**src/rtl/cordic_pkg.sv**
```systemverilog
// Shared definitions for consumers of the cordic result path: word format,
// serializer states and the sign-magnitude to two's complement helper.
package cordic_pkg;

    // Q7.8 sign-magnitude result word produced by the cordic core.
    localparam int DATA_W = 16;
    localparam int FRAC_W = 8;

    // Byte serializer states: IDLE, then one state per emitted byte.
    typedef enum logic [2:0] {
        IDLE,
        B0,
        B1,
        B2,
        B3
    } ser_state_e;

    // Sign-magnitude to two's complement. Negative zero folds to 0x0000 and
    // the most negative magnitude 0xFFFF becomes 0x8001.
    function automatic logic [DATA_W-1:0] sm2tc(input logic [DATA_W-1:0] sm);
        logic [DATA_W-1:0] mag;
        mag = {1'b0, sm[DATA_W-2:0]};
        if (sm[DATA_W-1]) begin
            return DATA_W'(0) - mag;
        end
        return sm;
    endfunction

endpackage

```
**src/rtl/cordic_result_drain_if.sv**
```systemverilog
// Handshake bundle between the cordic result producer/byte consumer side and
// the result drain. The slave modport is the drain itself.
interface cordic_result_drain_if #(
    parameter int DATA_W = 16,
    parameter int DEPTH  = 8
);
    localparam int CNT_W = $clog2(DEPTH + 1);

    logic              in_valid;
    logic [DATA_W-1:0] res1;
    logic [DATA_W-1:0] res2;
    logic              in_ready;
    logic [7:0]        out_byte;
    logic              out_valid;
    logic              out_ready;
    logic [CNT_W-1:0]  count;
    logic              overflow;
    logic              clr_ovf;

    modport master (
        output in_valid, res1, res2, out_ready, clr_ovf,
        input  in_ready, out_byte, out_valid, count, overflow
    );

    modport slave (
        input  in_valid, res1, res2, out_ready, clr_ovf,
        output in_ready, out_byte, out_valid, count, overflow
    );

endinterface

```
**src/rtl/sync_fifo.sv**
```systemverilog
// Single-clock FIFO with extra-bit pointers so full and empty are distinct.
// Push is ignored when full, pop is ignored when empty.
module sync_fifo #(
    parameter int WIDTH = 32,
    parameter int DEPTH = 8
) (
    input  logic                         clk,
    input  logic                         reset,
    input  logic                         push_i,
    input  logic [WIDTH-1:0]             wdata_i,
    input  logic                         pop_i,
    output logic [WIDTH-1:0]             rdata_o,
    output logic                         full_o,
    output logic                         empty_o,
    output logic [$clog2(DEPTH+1)-1:0]   count_o
);

    localparam int AW = $clog2(DEPTH);
    localparam int CW = $clog2(DEPTH + 1);
    localparam logic [AW:0] PTR_ONE = 1;

    logic [AW:0]      wr_ptr_q, wr_ptr_d;
    logic [AW:0]      rd_ptr_q, rd_ptr_d;
    logic [WIDTH-1:0] mem_q [DEPTH];
    logic             do_push;
    logic             do_pop;

    assign full_o  = (wr_ptr_q[AW] != rd_ptr_q[AW]) &&
                     (wr_ptr_q[AW-1:0] == rd_ptr_q[AW-1:0]);
    assign empty_o = (wr_ptr_q == rd_ptr_q);
    assign count_o = CW'(wr_ptr_q - rd_ptr_q);
    assign rdata_o = mem_q[rd_ptr_q[AW-1:0]];

    assign do_push = push_i && !full_o;
    assign do_pop  = pop_i && !empty_o;

    // Pointer advance; the extra MSB toggles on each wrap.
    always_comb begin
        // NOTE: defaults first so every path assigns the outputs and no latch is inferred.
        wr_ptr_d = wr_ptr_q;
        rd_ptr_d = rd_ptr_q;
        if (do_push) wr_ptr_d = wr_ptr_q + PTR_ONE;
        if (do_pop)  rd_ptr_d = rd_ptr_q + PTR_ONE;
    end

    // Pointer registers, cleared by reset so the FIFO comes up empty.
    always_ff @(posedge clk or negedge reset) begin
        if (!reset) begin
            // NOTE: non-blocking assignments for all clocked state so every register samples pre-edge values.
            wr_ptr_q <= '0;
            rd_ptr_q <= '0;
        end else begin
            wr_ptr_q <= wr_ptr_d;
            rd_ptr_q <= rd_ptr_d;
        end
    end

    // Storage write.
    // NOTE: the array is not reset; pointers alone define which entries are valid.
    always_ff @(posedge clk) begin
        if (do_push) mem_q[wr_ptr_q[AW-1:0]] <= wdata_i;
    end

endmodule

```
**src/rtl/cordic_result_drain.sv**
```systemverilog
// Buffers cordic result pairs and streams them out MSB-first as bytes:
// res1[15:8], res1[7:0], res2[15:8], res2[7:0]. Optional conversion from
// sign-magnitude to two's complement is applied as a pair leaves the FIFO.
module cordic_result_drain #(
    parameter int DATA_W  = cordic_pkg::DATA_W,
    parameter int DEPTH   = 8,
    parameter bit TC_CONV = 1'b0
) (
    input  logic                  clk,
    input  logic                  reset,
    cordic_result_drain_if.slave  bus
);

    import cordic_pkg::*;

    localparam int CNT_W  = $clog2(DEPTH + 1);
    localparam int PAIR_W = 2 * DATA_W;
    localparam int HOLD_W = PAIR_W - 8;

    logic              fifo_full;
    logic              fifo_empty;
    logic              fifo_pop;
    logic [PAIR_W-1:0] fifo_rdata;
    logic [PAIR_W-1:0] pop_pair;
    logic [CNT_W-1:0]  fifo_count;
    logic              accept;

    ser_state_e        state_q;
    // The leading byte is loaded straight into out_byte_q, so only the three
    // trailing bytes of the pair need holding.
    logic [HOLD_W-1:0] hold_q;
    logic [7:0]        out_byte_q;
    logic              out_valid_q;
    logic              ovf_q, ovf_d;

    sync_fifo #(
        .WIDTH (PAIR_W),
        .DEPTH (DEPTH)
    ) u_fifo (
        .clk     (clk),
        .reset   (reset),
        .push_i  (bus.in_valid),
        .wdata_i ({bus.res1, bus.res2}),
        .pop_i   (fifo_pop),
        .rdata_o (fifo_rdata),
        .full_o  (fifo_full),
        .empty_o (fifo_empty),
        .count_o (fifo_count)
    );

    // A byte leaves when the consumer takes the registered out_valid.
    assign accept = out_valid_q && bus.out_ready;

    // Pop from IDLE, or back-to-back as the last byte of a pair is accepted.
    assign fifo_pop = !fifo_empty &&
                      ((state_q == IDLE) || ((state_q == B3) && accept));

    // Optional format conversion on the pair being popped.
    always_comb begin
        pop_pair = fifo_rdata;
        if (TC_CONV) begin
            pop_pair = {sm2tc(fifo_rdata[PAIR_W-1:DATA_W]),
                        sm2tc(fifo_rdata[DATA_W-1:0])};
        end
    end

    // Serializer FSM with registered out_byte/out_valid.
    always_ff @(posedge clk or negedge reset) begin
        if (!reset) begin
            state_q     <= IDLE;
            hold_q      <= '0;
            out_byte_q  <= '0;
            out_valid_q <= 1'b0;
        end else if (fifo_pop) begin
            state_q     <= B0;
            hold_q      <= pop_pair[HOLD_W-1:0];
            out_byte_q  <= pop_pair[PAIR_W-1 -: 8];
            out_valid_q <= 1'b1;
        end else if (accept) begin
            case (state_q)
                B0: begin
                    state_q    <= B1;
                    out_byte_q <= hold_q[DATA_W +: 8];
                end
                B1: begin
                    state_q    <= B2;
                    out_byte_q <= hold_q[DATA_W-1 -: 8];
                end
                B2: begin
                    state_q    <= B3;
                    out_byte_q <= hold_q[7:0];
                end
                default: begin
                    state_q     <= IDLE;
                    out_valid_q <= 1'b0;
                end
            endcase
        end
    end

    // Sticky overflow: a dropped push sets it and beats a same-cycle clear.
    always_comb begin
        ovf_d = ovf_q;
        if (bus.clr_ovf)                 ovf_d = 1'b0;
        if (bus.in_valid && fifo_full)   ovf_d = 1'b1;
    end

    // Overflow flag register.
    always_ff @(posedge clk or negedge reset) begin
        if (!reset) ovf_q <= 1'b0;
        else        ovf_q <= ovf_d;
    end

    assign bus.in_ready  = !fifo_full;
    assign bus.count     = fifo_count;
    assign bus.out_byte  = out_byte_q;
    assign bus.out_valid = out_valid_q;
    assign bus.overflow  = ovf_q;

endmodule

```
**src/flat_wrapper.sv**
```systemverilog
// flat-port wrapper written by rule: the top's interface ports become plain ports
module cordic_result_drain_flat import cordic_pkg::*;
#(
    parameter int DATA_W  = cordic_pkg::DATA_W,
    parameter int DEPTH   = 8,
    parameter bit TC_CONV = 1'b0
)
  (clk, reset, bus_in_valid, bus_res1, bus_res2, bus_out_ready, bus_clr_ovf, bus_in_ready, bus_out_byte, bus_out_valid, bus_count, bus_overflow);
  cordic_result_drain_if #(.DATA_W(DATA_W), .DEPTH(DEPTH)) bus_i ();
  input  logic clk;
  input  logic reset;
  input wire logic [$bits(bus_i.in_valid)-1:0] bus_in_valid;
  input wire logic [$bits(bus_i.res1)-1:0] bus_res1;
  input wire logic [$bits(bus_i.res2)-1:0] bus_res2;
  input wire logic [$bits(bus_i.out_ready)-1:0] bus_out_ready;
  input wire logic [$bits(bus_i.clr_ovf)-1:0] bus_clr_ovf;
  output wire logic [$bits(bus_i.in_ready)-1:0] bus_in_ready;
  output wire logic [$bits(bus_i.out_byte)-1:0] bus_out_byte;
  output wire logic [$bits(bus_i.out_valid)-1:0] bus_out_valid;
  output wire logic [$bits(bus_i.count)-1:0] bus_count;
  output wire logic [$bits(bus_i.overflow)-1:0] bus_overflow;
  assign bus_i.in_valid = bus_in_valid;
  assign bus_i.res1 = bus_res1;
  assign bus_i.res2 = bus_res2;
  assign bus_i.out_ready = bus_out_ready;
  assign bus_i.clr_ovf = bus_clr_ovf;
  assign bus_in_ready = bus_i.in_ready;
  assign bus_out_byte = bus_i.out_byte;
  assign bus_out_valid = bus_i.out_valid;
  assign bus_count = bus_i.count;
  assign bus_overflow = bus_i.overflow;
  cordic_result_drain #(.DATA_W(DATA_W), .DEPTH(DEPTH), .TC_CONV(TC_CONV)) u_core (.clk(clk), .reset(reset), .bus(bus_i));
endmodule
```
**config.mk**
```make
export PLATFORM = sky130hd
export DESIGN_NAME = cordic_result_drain_flat
export DESIGN_NICKNAME = d
export VERILOG_FILES = /design/src/rtl/cordic_pkg.sv /design/src/rtl/cordic_result_drain_if.sv /design/src/rtl/sync_fifo.sv /design/src/rtl/cordic_result_drain.sv /design/src/flat_wrapper.sv
export SDC_FILE = /design/constraint.sdc
export NUM_CORES = 1
export LEC_CHECK = 0
export CORE_MARGIN = 4
export CORE_UTILIZATION = 48
export DETAILED_ROUTE_END_ITERATION = 7
export GPL_ROUTABILITY_DRIVEN = 0
export PLACE_DENSITY_LB_ADDON = 0.15
export SETUP_SLACK_MARGIN = 0.5
export SLEW_MARGIN = 0
export SYNTH_ARGS = -nofsm -noshare
export SYNTH_HDL_FRONTEND = slang
export SYNTH_SLANG_ARGS = --single-unit
```
**constraint.sdc**
```tcl
create_clock -name clk -period 6.39 [get_ports clk]
set_clock_uncertainty 0.2 [all_clocks]
set_input_delay 1.278 -clock clk [delete_from_list [all_inputs] [get_ports clk]]
set_output_delay 1.278 -clock clk [all_outputs]
set_load 0.03 [all_outputs]
```
# Word-level counts from Yosys, hierarchy flattened
# Memory sizes are Yosys's and may differ from the RTL's.
# Index checks and enable logic that the tools add are counted.
word_totals:
  in_bits: 37
  ramBits: 256
  latchBits: 0
  memories: 1
  register_bits: 45
  romBits: 0
memory_table:
  columns: ["memory", "words", "width", "rd", "rd_clocked_by_memory_dff", "wr", "line_no", "text"]
  rows:
  - ["u_core.u_fifo.mem_q", 8, 32, 1, 0, 1, "sync_fifo.sv:24", "logic [WIDTH-1:0] mem_q [DEPTH];"]
classes:
  add_sub_neg: 3
  div_mod_pow: 0
  mux: 13
  multipliers: 0
  n_reduce_logical: 17
  shifts: 0
  n_bitwise: 0
  n_eq_ne: 8
  n_lt_le_gt_ge: 0
op_table:
  columns: ["operator", "n"]
  rows:
  - ["$pmux 8 s3", 1]
  - ["$mux 8", 2]
  - ["$pmux 3 s3", 1]
  - ["$add 4x1->4 const B", 2]
  - ["$logic_and 1x1->1", 7]
  - ["$mux 1", 7]
  - ["$eq 3x2->1 const B", 2]
  - ["$mux 3", 2]
  - ["$eq 4x4->1", 1]
  - ["$reduce_and 2->1", 2]
  - ["$reduce_bool 2->1", 2]
  - ["$reduce_bool 4->1", 1]
  - ["$sub 4x4->4", 1]
  - ["$eq 3x1->1 const B", 1]
  - ["$eq 3x3->1", 1]
  - ["$eq 3x3->1 const B", 1]
  - ["$logic_not 3->1", 1]
  - ["$reduce_or 3->1", 1]
  - ["$logic_not 1->1", 2]
  - ["$ne 2x1->1 const B", 1]
  - ["$logic_or 1x1->1", 1]
  - ["$ne 1x1->1", 1]

# Longest topological paths before layout
depth:
  ltp_word: 6
  ltp_mapped: 11
  mapped_depth_nobuf: 6

# By module
# Synthesis repeated with hierarchy kept, for this count alone.
unflattened:
  cells_unflattened: 682
  area_unflattened_um2: 11881.4
modules_own_cells:
  columns: ["mod", "cells_each", "seq_area_each_um2", "area_per_inst_um2", "n_inst"]
  rows:
  - ["sync_fifo", 495, 7887.6, 10163.5, 1]
  - ["cordic_result_drain", 187, 925.9, 1717.9, 1]

# Worst setup path before layout
# OpenSTA, ideal clock, no wires.
synth_timing:
  kind: "register to register"
  startpoint: "register u_core.u_fifo.rd_ptr_q[2]"
  endpoint: "memory u_core.u_fifo.mem_q[0][0], enable pin"
  arrival_ps: 4679
  path_slack_ps: 1010
  path_buffers: 3
  stages_incl_launch_ff: 9
  setup_time_ps: 501
  required_time_ps: 5689
  path_cell_list: "dfrtp_1 > clkbuf_1 > buf_2 > inv_2 > clkbuf_1 > ha_1 > nand3_1 > o21ai_1 > nor4_1"
synth_between:
  elab_chain_cells: 6
synth_lines:
  columns: ["item", "line_no", "text"]
  rows:
  - ["start, declared", "sync_fifo.sv:23", "logic [AW:0] rd_ptr_q, rd_ptr_d;"]
  - ["start signal, assigned", "sync_fifo.sv:54", "rd_ptr_q <= rd_ptr_d;"]
  - ["$eq 3x3->1", "sync_fifo.sv:29", "(wr_ptr_q[AW-1:0] == rd_ptr_q[AW-1:0]);"]
  - ["$logic_and 1x1->1", "sync_fifo.sv:28", "assign full_o = (wr_ptr_q[AW] != rd_ptr_q[AW]) &&"]
  - ["$logic_not 1->1", "sync_fifo.sv:34", "assign do_push = push_i && !full_o;"]
  - ["$logic_and 1x1->1", "sync_fifo.sv:34", null]
  - ["$mux 1", "sync_fifo.sv:61", "if (do_push) mem_q[wr_ptr_q[AW-1:0]] <= wdata_i;"]
  - ["$mux 1 (not written as such)", "sync_fifo.sv:61", null]
  - ["end, declared", "sync_fifo.sv:24", null]
# No other way between the ends.

# Worst setup path in the final report
layout_timing:
  startpoint: "register u_core.u_fifo.rd_ptr_q[0]"
  endpoint: "output bus_count[3]"
layout_between:
  elab_chain_cells: 1
layout_lines:
  columns: ["item", "line_no", "text"]
  rows:
  - ["$sub 4x4->4", "sync_fifo.sv:31", "assign count_o = CW'(wr_ptr_q - rd_ptr_q);"]
  - ["end, declared", "flat_wrapper.sv:20", "output wire logic [$bits(bus_i.count)-1:0] bus_count;"]
# No other way between the ends.

==> results_tabular.tex <==
\begin{tabular}{lr}
\hline
Metric & Value \\
\hline
\multicolumn{2}{l}{\textbf{Outcome}} \\
Outcome & complete, no violations \\
\multicolumn{2}{l}{\textbf{Synth}} \\
Portion of the post-synthesis area used by sequential elements & 75.3\% \\
Top FF cell, synth & sky130\_fd\_sc\_hd\_\_edfxtp\_1 \\
Avg Cell Area, Syn & 18.6 um\^{}2 \\
Post-Synthesis Cells & between 600 and 700 \\
FF+latch count, synth & 301 \\
Syn Nets & 671 \\
Async set or reset register ratio after synthesis & 15.0\% \\
Synth unique cells & 41 \\
Number of synthesis warnings & 0 \\
Number of enable-type register cells in the synthesized netlist & 256 \\
Post-synthesis instance area & 11,700 um\^{}2 \\
\multicolumn{2}{l}{\textbf{Power and ir drop}} \\
Cell internal power dissipation & 4.46 mW \\
Total power after layout & 6.60 mW \\
Leak & 4.56 nW \\
Power share of the combinational group & 31.7\% \\
Sw Ratio & 32.4\% \\
Power density over the cells & 486 nW/um\^{}2 \\
Largest vdd supply drop & 0.435 mV \\
Switching component of the power & 2.14 mW \\
Fraction of power consumed by the clock network & about a quarter \\
Sequential share of power & 42.3\% \\
\multicolumn{2}{l}{\textbf{STA}} \\
Fraction of the cycle the final worst path needs & 68.6\% \\
Normalized max-slew margin & between 30\% and 40\% \\
Number of max-slew violations in the final report & 0 \\
Total Neg Setup Slack & 0 ps \\
Transition at the pin with the smallest max-transition slack & 1030 ps \\
Max Clock Freq & approximately 0.23 GHz \\
Time the final worst path needs with I/O delays and setup & 4390 ps \\
Number of failing setup endpoints in the final timing report & 0 \\
RSZ-0062 raised after global routing & false \\
Final hold violations & 0 \\
Smallest hold slack & 333 ps \\
\multicolumn{2}{l}{\textbf{Worst setup path}} \\
Worst setup path category & register to output pin \\
Startpoint type of the worst setup path & register \\
Type of destination of the critical path & output pin \\
Critical path arrival & 2910 ps \\
Max FO, Critical Path & 28 \\
Req. time, crit path & about 5000 ps \\
\multicolumn{2}{l}{\textbf{Clocking}} \\
Post-CTS setup buffers & 0 \\
Maximum level of the CTS H-tree & 1 \\
TritonCTS buffer count & 30 \\
Number of buffers on the longest clock path & 3 \\
Source-to-sink clock delay at the later pin of the worst-skew pair & 550 ps \\
CTS tree & built \\
Post-cts resize count & 0 \\
Clock transition at the registers of the reported paths & 60 ps \\
Number of clock sinks & 301 \\
Quantity of hold-fixing buffers added after cts & 0 \\
Cell chosen for the clock root & sky130\_fd\_sc\_hd\_\_clkbuf\_16 \\
\multicolumn{2}{l}{\textbf{Min path}} \\
Worst hold path type & register to register \\
\multicolumn{2}{l}{\textbf{Placement}} \\
Placement Cell Area & 12,600 um\^{}2 \\
Post-detailed-placement half-perimeter wirelength & 13.2 mm \\
Number of buffers added on ports & roughly 50 \\
\multicolumn{2}{l}{\textbf{Floorplan}} \\
Area enclosed by the die boundary & 26,900 um\^{}2 \\
Total core area & approximately 24,000 um\^{}2 \\
Initial Util & between 40\% and 50\% \\
Die Span X & 164 um \\
Die outline height & 164 um \\
Total number of placement rows & 56 \\
Total I/O pin count & 52 \\
\multicolumn{2}{l}{\textbf{Finish}} \\
Commonest cells after routing, fill and taps aside & sky130\_fd\_sc\_hd\_\_edfxtp\_1 (256), sky130\_fd\_sc\_hd\_\_nand2\_1 (67), sky130\_fd\_sc\_hd\_\_mux4\_2 (64), sky130\_fd\_sc\_hd\_\_clkdlybuf4s50\_1 (50), sky130\_fd\_sc\_hd\_\_nor2\_1 (49) \\
Most common cell after layout, fill and taps aside & sky130\_fd\_sc\_hd\_\_edfxtp\_1 \\
Net count, final & 737 \\
Area growth, synth to finish & 16.1\% \\
Share of final-layout standard cells stronger than drive strength 1 & about a fifth \\
Antenna diodes & 0 \\
Final non-filler cell area & 13,600 um\^{}2 \\
\multicolumn{2}{l}{\textbf{Job}} \\
Count of maximum capacitance violations & 0 \\
\multicolumn{2}{l}{\textbf{Route}} \\
Residual DRC count & 0 \\
Count of nets left with antenna violations after detail routing & 0 \\
First-pass detailed-route iteration total & 5 \\
Total number of vias & 5,891 \\
Post-detailed-routing wire length & 23.5 mm \\
Detail-routed via count per cell & around 5.7 \\
Wire per inst & between 20 and 25 um \\
Number of design-rule violations left by the first detailed-router iteration & 409 \\
\multicolumn{2}{l}{\textbf{Global route}} \\
Global router's overall resource usage & approximately 18\% \\
Via count of the first global-routing pass & 6,345 \\
Global route overflow & 0 \\
Number of antenna violations at the first check in global routing & 0 \\
Largest net degree at the start of global routing & 60 \\
Wire length of the first global-routing pass & 37.1 mm \\
\hline
\end{tabular}
## cell type report
type	count	area, um^2
Fill cell	1810	10200
Sequential cell	301	8820
Multi-Input combinational cell	285	2730
Clock buffer	38	811
Timing Repair Buffer	65	611
Tap cell	319	399
Clock inverter	17	174
Inverter	11	41.3
## worst paths after layout
path                                                            start                                    end  slack [ps]  cells past startpoint
worst max-delay path            u_core.u_fifo.rd_ptr_q[0]$_DFFE_PN0P_                           bus_count[3]        2000                      6
worst min-delay path                  u_core.bus.overflow$_DFFE_PN0P_        u_core.bus.overflow$_DFFE_PN0P_         330                      2
worst max register to register  u_core.u_fifo.rd_ptr_q[0]$_DFFE_PN0P_  u_core.u_fifo.rd_ptr_q[2]$_DFFE_PN0P_        3320                      6
worst min register to register        u_core.bus.overflow$_DFFE_PN0P_        u_core.bus.overflow$_DFFE_PN0P_         330                      2
max in group asynchronous                                       reset  u_core.u_fifo.rd_ptr_q[0]$_DFFE_PN0P_        4520                      1
min in group asynchronous                                       reset  u_core.u_fifo.wr_ptr_q[1]$_DFFE_PN0P_         710                      1
## layer usage
metal / routed length (um) / up-vias / global-route usage (%)
li1: - / 2624 / -
met2: 11400 / 165 / 29.3
met5: 0 / - / 0
met4: 432 / 0 / 4.31
met3: 1250 / 36 / 3.06
met1: 10300 / 3066 / 26.2
## logic make-up (layout without fill, tap and decap cells)
family / count (synthesis) / count (layout) / share of synthesized area (%)
simple gates: 137 / 137 / 4.69
compound gates: 61 / 61 / 3.87
xor+xnor: 9 / 9 / 0.738
fa+ha+maj: 6 / 6 / 0.706
buf+inv: 42 / 131 / 1.70
flops: 301 / 301 / 75.3
mux: 72 / 72 / 13.0
## through the flow
stage	worst slack [ps]	std cells	util, %
CTS	1910	1036	57.2
global route	1740	1036	57.2
finish	2000	1036	57.2
detailed placement	2510	981	53.1
floorplan	1010	628	-
global placement	2560	981	53.1
## synth_stat cells, drive strengths merged (3+ instances only)
library cell	count	share of area (%)
a21oi	4	0.17
a221o	4	0.34
a221oi	3	0.43
a31oi	25	1.3
buf	19	0.95
clkbuf	12	0.40
dfrtp	45	9.6
edfxtp	256	66
ha	5	0.53
inv	10	0.32
mux2i	8	0.68
mux4	64	12
nand2	67	2.1
nand2b	3	0.16
nand3	3	0.13
nor2	51	1.6
nor3	7	0.30
o211ai	6	0.38
o21ai	9	0.38
o221a	6	0.58
xnor2	9	0.74
## flip-flops by register name (all words and copies together) (netlist names)
name / count
u_core.u_fifo.rd_ptr_q: 4
u_core.bus.out_byte: 8
u_core.bus.overflow: 1
u_core.bus.out_valid: 1
u_core.u_fifo.mem_q: 256
u_core.hold_q: 24
u_core.u_fifo.wr_ptr_q: 4
u_core.state_q: 3
## power by group through the flow
stage	Combinational, mW	Clock, mW	Sequential [mW]
CTS	2.13	1.76	2.80
finish	2.09	1.72	2.79
detailed placement	2.12	0	2.84
global route	2.30	1.85	2.84
floorplan	1.52	0	2.76
global placement	2.09	0	2.82
## worst max-delay path, cell delays in order (launching register included)
cell	delay, ps
sky130_fd_sc_hd__dfrtp_4	810
sky130_fd_sc_hd__ha_1	310
sky130_fd_sc_hd__inv_1	60
sky130_fd_sc_hd__a21o_1	170
sky130_fd_sc_hd__a21oi_1	170
sky130_fd_sc_hd__xnor2_1	140
sky130_fd_sc_hd__clkdlybuf4s50_1	690
Power figures use the tool's default switching activity.
